===== src/rtl/sub_mean_pkg.sv =====
// Shared constants and arithmetic helpers for the audio front-end stages
// (mean subtraction, ZCR, STE).
package sub_mean_pkg;

  localparam int DATA_WIDTH_DEF = 16;
  localparam int LOG2_WIN_DEF   = 4;
  localparam int SAT_W          = 64;

  // A running sum of 2**log2_win samples needs log2_win guard bits.
  function automatic int sum_width(input int data_width, input int log2_win);
    return data_width + log2_win;
  endfunction

  // Clamp a wide signed value into the signed out_w-bit range.
  // Callers take the low out_w bits. A result that differs from x means the value was clipped.
  function automatic logic signed [SAT_W-1:0] sat_signed(
    input logic signed [SAT_W-1:0] x,
    input int                      out_w
  );
    logic signed [SAT_W-1:0] max_v;
    logic signed [SAT_W-1:0] min_v;
    max_v = (64'sd1 <<< (out_w - 1)) - 64'sd1;
    min_v = -(64'sd1 <<< (out_w - 1));
    if (x > max_v) begin
      return max_v;
    end else if (x < min_v) begin
      return min_v;
    end else begin
      return x;
    end
  endfunction

endpackage


===== src/rtl/sub_mean_chan.sv =====
// One channel of the sliding-window DC remover: sample ring, running sum,
// centre-minus-mean subtract and saturation. Result is combinational; the top registers it.
module sub_mean_chan
  import sub_mean_pkg::*;
#(
  parameter int DATA_WIDTH = DATA_WIDTH_DEF,
  parameter int LOG2_WIN   = LOG2_WIN_DEF
) (
  input  logic                  clk,
  input  logic                  reset_n,
  input  logic                  in_valid,
  input  logic                  flush,
  input  logic                  fill_full,
  input  logic                  bypass,
  input  logic [LOG2_WIN-1:0]   wr_ptr,
  input  logic [DATA_WIDTH-1:0] data_in,
  output logic [DATA_WIDTH-1:0] result,
  output logic                  result_sat
);

  localparam int WIN = 1 << LOG2_WIN;
  localparam int SW  = sum_width(DATA_WIDTH, LOG2_WIN);

  logic [DATA_WIDTH-1:0] ring [WIN];
  logic signed [SW-1:0]  sum;
  logic signed [SW-1:0]  sum_next;
  logic signed [SW-1:0]  new_ext;
  logic signed [SW-1:0]  old_ext;
  logic [DATA_WIDTH-1:0] old_s;
  logic [DATA_WIDTH-1:0] centre;
  logic [DATA_WIDTH-1:0] mean;
  logic [LOG2_WIN-1:0]   ctr_ptr;
  logic [DATA_WIDTH:0]   diff;
  logic signed [SAT_W-1:0] diff_w;
  logic signed [SAT_W-1:0] sat_w;

  always_comb begin
    old_s    = fill_full ? ring[wr_ptr] : '0;
    new_ext  = {{LOG2_WIN{data_in[DATA_WIDTH-1]}}, data_in};
    old_ext  = {{LOG2_WIN{old_s[DATA_WIDTH-1]}}, old_s};
    sum_next = sum + new_ext - old_ext;
    // Dropping the low LOG2_WIN bits is an arithmetic shift: floor toward -inf.
    mean     = sum_next[SW-1:LOG2_WIN];
    // Centre is read before this frame's write; WIN/2 behind the write slot.
    ctr_ptr  = wr_ptr - LOG2_WIN'(WIN / 2);
    centre   = ring[ctr_ptr];
    diff     = {centre[DATA_WIDTH-1], centre} - {mean[DATA_WIDTH-1], mean};
    diff_w   = {{(SAT_W - DATA_WIDTH - 1){diff[DATA_WIDTH]}}, diff};
    sat_w    = sat_signed(diff_w, DATA_WIDTH);
    if (bypass) begin
      result     = centre;
      result_sat = 1'b0;
    end else begin
      result     = sat_w[DATA_WIDTH-1:0];
      result_sat = (sat_w != diff_w);
    end
  end

  // Ring contents are never reset; the fill counter hides stale entries.
  always_ff @(posedge clk) begin
    if (in_valid && !flush) begin
      ring[wr_ptr] <= data_in;
    end
  end

  always_ff @(posedge clk or negedge reset_n) begin
    if (!reset_n) begin
      sum <= '0;
    end else if (flush) begin
      sum <= '0;
    end else if (in_valid) begin
      sum <= sum_next;
    end
  end

endmodule


===== src/rtl/sub_mean_mc.sv =====
// Multi-channel sliding-window mean subtraction with bypass and flush.
// Owns the shared write pointer, fill counter and the output registers.
module sub_mean_mc
  import sub_mean_pkg::*;
#(
  parameter int DATA_WIDTH = DATA_WIDTH_DEF,
  parameter int LOG2_WIN   = LOG2_WIN_DEF,
  parameter int CHANNELS   = 2
) (
  input  logic                           clk,
  input  logic                           reset_n,
  input  logic                           in_valid,
  input  logic [CHANNELS*DATA_WIDTH-1:0] data_in,
  input  logic                           bypass,
  input  logic                           flush,
  output logic [CHANNELS*DATA_WIDTH-1:0] subMean_out,
  output logic                           subMean_valid,
  output logic [CHANNELS-1:0]            sat
);

  // Handshake: in_valid qualifies data_in for exactly one frame, and there is
  // no ready; subMean_valid marks a one-cycle frame the consumer must take.

  localparam int WIN = 1 << LOG2_WIN;
  localparam logic [LOG2_WIN:0] FILL_MAX  = (LOG2_WIN + 1)'(WIN);
  localparam logic [LOG2_WIN:0] FILL_LAST = (LOG2_WIN + 1)'(WIN - 1);

  logic [LOG2_WIN-1:0]           wr_ptr;
  logic [LOG2_WIN:0]             fill;
  logic                          fill_full;
  logic                          frame_valid;
  logic [CHANNELS*DATA_WIDTH-1:0] res_bus;
  logic [CHANNELS-1:0]           res_sat;

  always_comb begin
    fill_full   = (fill == FILL_MAX);
    frame_valid = in_valid && !flush && (fill >= FILL_LAST);
  end

  for (genvar c = 0; c < CHANNELS; c++) begin : g_chan
    sub_mean_chan #(
      .DATA_WIDTH (DATA_WIDTH),
      .LOG2_WIN   (LOG2_WIN)
    ) u_chan (
      .clk        (clk),
      .reset_n    (reset_n),
      .in_valid   (in_valid),
      .flush      (flush),
      .fill_full  (fill_full),
      .bypass     (bypass),
      .wr_ptr     (wr_ptr),
      .data_in    (data_in[c*DATA_WIDTH +: DATA_WIDTH]),
      .result     (res_bus[c*DATA_WIDTH +: DATA_WIDTH]),
      .result_sat (res_sat[c])
    );
  end

  always_ff @(posedge clk or negedge reset_n) begin
    if (!reset_n) begin
      wr_ptr        <= '0;
      fill          <= '0;
      subMean_out   <= '0;
      subMean_valid <= 1'b0;
      sat           <= '0;
    end else begin
      subMean_valid <= frame_valid;
      if (flush) begin
        wr_ptr <= '0;
        fill   <= '0;
      end else if (in_valid) begin
        wr_ptr <= wr_ptr + LOG2_WIN'(1);
        if (!fill_full) begin
          fill <= fill + (LOG2_WIN + 1)'(1);
        end
      end
      // Outputs only move on frames that carry a full window.
      if (frame_valid) begin
        subMean_out <= res_bus;
        sat         <= res_sat;
      end
    end
  end

endmodule


===== config.mk =====
export PLATFORM = sky130hd
export DESIGN_NAME = sub_mean_mc
export DESIGN_NICKNAME = d
export VERILOG_FILES = /design/src/rtl/sub_mean_pkg.sv /design/src/rtl/sub_mean_chan.sv /design/src/rtl/sub_mean_mc.sv
export SDC_FILE = /design/constraint.sdc
export NUM_CORES = 1
export LEC_CHECK = 0
export ABC_AREA = 1
export BUFFER_PORTS_ARGS = -buffer_cell sky130_fd_sc_hd__buf_4
export CAP_MARGIN = 20
export CORE_MARGIN = 1.5
export CORE_UTILIZATION = 50
export CTS_CLUSTER_SIZE = 28
export DETAILED_ROUTE_END_ITERATION = 8
export PLACE_DENSITY = 0.71
export SKIP_LAST_GASP = 1
export SLEW_MARGIN = 20
export SYNTH_ARGS = -nofsm -noshare
export SYNTH_HDL_FRONTEND = slang
export SYNTH_SLANG_ARGS = --single-unit

===== constraint.sdc =====
create_clock -name clk -period 5.5 [get_ports clk]
set_input_delay 0.275 -clock clk [delete_from_list [all_inputs] [get_ports clk]]
set_output_delay 0.275 -clock clk [all_outputs]
set_load 0.03 [all_outputs]

Word level (Yosys, flattened, before mapping)

Memories as Yosys holds them, arrays and structs flattened.
Cells that the tools add are included.

Bits in registers: 84
Bits in writable memories: 512
Output and inout port bits: 35
Logic and storage cells: 53
Memories kept: 2

Memories:

| name                  | words | bits a word | read ports | clocked after Yosys merged registers in | wr ports | line                | RTL |
|---|---|---|---|---|---|---|---|
| g_chan[0].u_chan.ring | 16    | 16          | 2          | 0                                       | 1        | sub_mean_chan.sv:24 | `logic [DATA_WIDTH-1:0] ring [WIN];` |
| g_chan[1].u_chan.ring | 16    | 16          | 2          | 0                                       | 1        | sub_mean_chan.sv:24 |  |

Add/subtract/negate cells: 9
Order comparisons: 5
Eq/ne operators: 4
Multiplexer cells: 21
Reductions and logical operators: 5

Operators by type and width:

| cell                   | count |
|---|---|
| $mux W64               | 4 |
| $ne A64 B17 Y1         | 2 |
| $mux W20               | 4 |
| $mux W16               | 4 |
| $add A20 B16 Y20       | 2 |
| $sub A20 B16 Y20       | 2 |
| $gt A17 B16 Y1 const B | 2 |
| $lt A17 B16 Y1 const B | 2 |
| $sub A16 B16 Y17       | 2 |
| $mux W5                | 3 |
| $mux W4                | 2 |
| $add A5 B1 Y5 const B  | 1 |
| $eq A5 B5 Y1 const B   | 1 |
| $ge A5 B4 Y1 const B   | 1 |
| $add A4 B1 Y4 const B  | 1 |
| $mux W1                | 4 |
| $sub A4 B4 Y4 const B  | 1 |
| $logic_and A1 B1 Y1    | 2 |
| $ne A2 B2 Y1 const B   | 1 |
| $reduce_and A2 Y1      | 1 |
| $reduce_bool A2 Y1     | 1 |
| $logic_not A1 Y1       | 1 |

Depth between registers and ports, before layout

Word-level depth: 9
Gate-level depth with buffers: 41
Mapped depth without buffers: 37

Hierarchy

Synthesis repeated with hierarchy kept, for this count alone.

Cells, all modules: 2830
Area, all modules: 29266.8 sq um

Modules (own cells, without submodules):

| module                            | instances | cells each | area each (sq um) |
|---|---|---|---|
| sub_mean_chan at g_chan[1].u_chan | 1         | 1305       | 13713.2 |
| sub_mean_chan at g_chan[0].u_chan | 1         | 1311       | 13624.3 |
| sub_mean_mc                       | 1         | 214        | 1929.4 |

Worst setup path before layout

No wires, ideal clock.

Path type: register -> register
From: register wr_ptr[0]
To: register subMean_out[21]
Library setup time: 117 ps
Arrival: 4851 ps
Required time: 5383 ps
Setup slack: 533 ps
Stages on the path, launching flop included: 35
Buffers on the path: 4
Period minus slack after synthesis: 4967 ps
Cells stage by stage: dfrtp_1 inv_2 buf_6 buf_8 buf_6 o21ai_0 o22ai_1 nand2_1 nand2_1 o21ai_0 a31oi_1 ha_1 inv_1 ha_1 fa_1 nand3_1 nand2_1 a21boi_0 o21ai_0 a21oi_1 inv_1 nand2_1 nand2_1 ha_1 a21oi_1 a21oi_1 nor2_1 nand2_1 nand2_1 nand2_1 a21oi_4 buf_4 nand2_1 nand2_1 nand2_1

Longest elaborated chain between the ends: 8
Elaborated cells between the ends (all ways): 10
Classes of those cells: add/sub (3); order compare (2); mux (4); memory (1)

Ends and longest elaborated chain:

| element                | line                | RTL |
|---|---|---|
| start, declared        | sub_mean_mc.sv:28   | `logic [LOG2_WIN-1:0] wr_ptr;` |
| start signal, assigned | sub_mean_mc.sv:71   | `wr_ptr <= wr_ptr + LOG2_WIN'(1);` |
| $mem_v2 Z16 W16 *      | n/a                 |  |
| $mux W16               | sub_mean_chan.sv:38 | `old_s = fill_full ? ring[wr_ptr] : '0;` |
| $sub A20 B16 Y20       | sub_mean_chan.sv:41 | `sum_next = sum + new_ext - old_ext;` |
| $sub A16 B16 Y17       | sub_mean_chan.sv:47 | `diff = {centre[DATA_WIDTH-1], centre} - {mean[DATA_WIDTH-1], mean};` |
| $lt A17 B16 Y1         | sub_mean_pkg.sv:26  | `end else if (x < min_v) begin` |
| $mux W64               | sub_mean_pkg.sv:26  |  |
| $mux W64               | sub_mean_pkg.sv:24  | `if (x > max_v) begin` |
| $mux W16 *             | sub_mean_chan.sv:50 | `if (bypass) begin` |
| end signal, assigned   | sub_mean_mc.sv:78   | `subMean_out <= res_bus;` |
| end, declared          | sub_mean_mc.sv:16   | `output logic [CHANNELS*DATA_WIDTH-1:0] subMean_out,` |

Every way passes the cells marked *; elsewhere a longest branch is shown, timed or not.
A chain may end at the register's enable or synchronous reset.

Worst setup path after layout

From: register wr_ptr[0]
To: register subMean_out[0]

The elaborated chain is that of the path after synthesis.

==> results by stage <==
Pwr:
- In this run the static leakage power is 14.9 nW.
- The peak supply drop is 0.734 mV.
- In this run the power density over the cells is 516 nW/um^2.

Route:
- The mean number of vias per cell is 5.67.
- In the final routed layout, each cell accounts on average for 20.6 um.
- The wire length after detailed routing is 85300 um.
- For this run, design rule violations remaining after detail routing come to 0.
- The first detailed-routing pass took 6 iterations.
- For this block, the initial DRC count from the detailed router was 2656.
- The via count is 23499.
- The antenna violation net count after detailed routing is 0.

Yosys:
- The synthesized cell area is 29900 um^2.
- For this run, asynchronously set or reset flops after synthesis account for 14.1%.
- The share of the Yosys chip area taken by registers is 58.5%.
- The number of distinct library cell variants in the gate-level netlist after synthesis is 41.
- The gate count after technology mapping is 3114.
- In this run, synthesis produced a sequential element count of 596.
- During synthesis, Yosys emitted a total of 0 warnings.
- The post-synthesis net count is 3272.
- The mean area per synthesized cell is 9.59 um^2.
- The number of enable-type register cells in the synthesized netlist is 512.
- The commonest register cell after synthesis is sky130_fd_sc_hd__edfxtp_1.

Global route:
- The maximum number of pins on one net before global-route repair is 122.
- The number of antenna violations at the first check in global routing is 1.
- The wire length of the first global-routing pass is 123000 um.
- The number of global-route vias before repair is 21577.
- The total overflow reported by the global router is 0.
- The global-route usage over all layers is 26.2%.

Worst setup path:
- At the worst endpoint, the arrival time is 5.80 ns.
- The worst setup path is launched from a flop.
- The largest individual stage delay along the critical path comes from the cell sky130_fd_sc_hd__dfrtp_4.
- The required time reported for the critical path endpoint is 6.04 ns.
- The critical register-to-register path startpoint is wr_ptr[0].
- Along the worst path, the maximum fanout reaches 13.
- The most repeated library cell on the critical path is sky130_fd_sc_hd__nand2_1.
- The worst setup path is captured at a flop.
- The endpoint identified for the worst register-to-register timing path is subMean_out[0].
- The critical path is of the reg -> reg type.
- The setup slack of the worst register-to-register path is 0.23 ns.
- The maximum cell stage delay along the critical path is 0.59 ns.
- The launching instance or port of the critical path is wr_ptr[0].
- In this run the worst setup path terminates at subMean_out[0].
- The number of cells traversed by the worst register-to-register path is 33.

Die:
- The total area inside the core boundary comes to 59000 um^2.
- 72 I/O pins were placed.
- In this run the core area contains 89 standard-cell rows.
- The die is 247 um tall.
- The die area is 61200 um^2.
- The overall die width is 247 um.
- The initial core utilization is 50.6%.

STA:
- The share of the clock period used by the worst path after layout is 95.7%.
- Across the routed clock network, the largest skew measured is 0.0437 ns.
- The number of setup violations in the final report is 0.
- The transition at the pin with the smallest max-transition slack is 1.03 ns.
- The worst path in the final design needs a cycle of 5.27 ns, including I/O delays and setup.
- The timing-limited maximum frequency is 190 MHz.
- The number of hold-slack violations in the final timing report came to 0.
- The summed negative setup slack over all endpoints is 0 ns.
- Measured against its own limit, the worst slew margin works out to 31.5%.
- The count of pins over their slew limit came to 0.

Cells and area:
- The share of cells above drive strength 1 is 17.1%.
- The number of nets in the finished design is 3481.
- The number of filler instances in the final layout is 4691.
- The area growth from synthesis to layout is 22.1%.
- The commonest non-fill, non-tap cell in the layout is sky130_fd_sc_hd__nand2_1.
- After routing the design area is 36500 um^2.
- The library cells used most frequently in the layout, excluding fill and tap cells, are sky130_fd_sc_hd__nand2_1, sky130_fd_sc_hd__edfxtp_1, sky130_fd_sc_hd__nor2_1, sky130_fd_sc_hd__o21ai_0, sky130_fd_sc_hd__inv_1.

Place:
- The post-placement cell area is 32000 um^2.
- The global placement routability congestion is 0.944.
- Port buffering added 71 buffers.
- The half-perimeter wire length after placement is 52600 um.

Clock network:
- The H-tree generated during clock tree synthesis spans 2 levels.
- The clock network latency to the later pin of the worst-skew pair is 0.66 ns.
- The root buffer cell is sky130_fd_sc_hd__clkbuf_16.
- The number of buffers created by CTS is 60.
- TritonCTS built the clock tree.
- The deepest clock path buffer count is 3.
- Clock-pin slew was measured on the worst setup and hold paths at 0.06 ns.
- Clock tree synthesis found a total of 596 sinks.

Job:
- The number of max-cap violations is 0.

Min path:
- Counting instances, the worst hold path has a depth of 4.
- The worst hold path belongs to the class in -> reg.

Outcome:
- The run finished with clean final reports.
## Yosys cell counts (20+ instances only)
library cell                 n  area (um^2)
sky130_fd_sc_hd__a21oi_1    79          395
sky130_fd_sc_hd__a31oi_1    30          188
sky130_fd_sc_hd__buf_2      24          120
sky130_fd_sc_hd__buf_6      20          225
sky130_fd_sc_hd__clkbuf_1   76          285
sky130_fd_sc_hd__dfrtp_1    84         2100
sky130_fd_sc_hd__edfxtp_1  512        15400
sky130_fd_sc_hd__fa_1       40          801
sky130_fd_sc_hd__ha_1       81         1010
sky130_fd_sc_hd__inv_1     276         1040
sky130_fd_sc_hd__nand2_1   738         2770
sky130_fd_sc_hd__nand3_1    58          290
sky130_fd_sc_hd__nor2_1    452         1700
sky130_fd_sc_hd__o21ai_0   320         1600
sky130_fd_sc_hd__o21ai_1   159          796
sky130_fd_sc_hd__o22ai_1    38          238
sky130_fd_sc_hd__xnor2_1    23          201
sky130_fd_sc_hd__xor2_1     21          184
## per-layer routing
layer | vias to the layer above | GRT usage, % | part of all wire, %
li1 | 10896 | - | -
met1 | 11237 | 37.8 | 41
met2 | 1188 | 41.5 | 46
met3 | 178 | 4.17 | 9.9
met4 | 0 | 6.49 | 2.6
met5 | - | 0 | 0
## power by group
group          switching (W)  internal (W)  total (W)  leakage [nW]
Combinational        0.00549       0.00393    0.00942          8.16
Sequential          0.000102       0.00512    0.00522          5.72
Clock                0.00178       0.00241    0.00420         0.979
Total                0.00737        0.0115     0.0188          14.9
## registers in the layout, summed over array words and instances (netlist names)
signal              cells
fill                    5
g_chan.u_chan.sum      40
subMean_out            32
sat                     2
wr_ptr                  4
subMean_valid           1
g_chan.u_chan.ring    512
## per-stage QoR
stage	instances	power, W	hold WS, ns	worst slack [ns]	utilization, %
floorplan	3114	0.0107	-0.0206	0.533	-
global route	4145	0.0201	0.0485	-0.0902	61.8
finish	4146	0.0188	0.0465	0.234	61.8
global placement	3953	0.0129	0.389	0.0603	54.3
CTS	4098	0.0172	0.0125	0.0169	58.3
detailed placement	3953	0.0129	0.408	-0.0221	54.3
## final cells by class
type,instances,area [um^2],area share [%]
flip-flops and latches,596,17500,48.0
multi-input cells,2099,12000,32.9
repair buffers,279,2890,7.93
clock buffers,76,1570,4.31
inverters,284,1090,2.99
well taps,773,967,2.65
clock inverters,35,438,1.20
repair inverters,3,26.3,0.0721
diodes,1,2.50,0.00686
## worst max-delay path, delay by kind of cell (launching register included)
family          cells  cell delay [ns]
xor+xnor            1             0.22
compound gates      6             1.03
buf+inv             8             1.10
fa+ha+maj           3             1.00
simple gates       15             1.20
flops               1             0.59
## worst min path at each step
stage,to,from
4_1_cts,wr_ptr[3],flush
3_5_place_dp,subMean_out[4],reset_n
6_report,wr_ptr[3],flush
5_1_grt,wr_ptr[3],flush
2_1_floorplan,fill[0],reset_n
3_3_place_gp,subMean_out[4],reset_n
## cell families after synthesis
family                   synth area share [%]
AND/OR/NAND/NOR                          16.9
multiplexers                           0.0335
buffers and inverters                    5.98
XOR/XNOR                                 1.29
AO/OA/AOI/OAI                            11.2
adder cells (fa/ha/maj)                  6.07
flip-flops                               58.5
## what timing repair did
action	CTS	global route
hold buffers	34	0
endpoints found under the hold margin	552	0
setup buffers	0	28
cloned	0	17
pin swaps	0	53
endpoints found under the setup margin	16	34
resized for setup	3	309
Power figures use the tool's default switching activity.
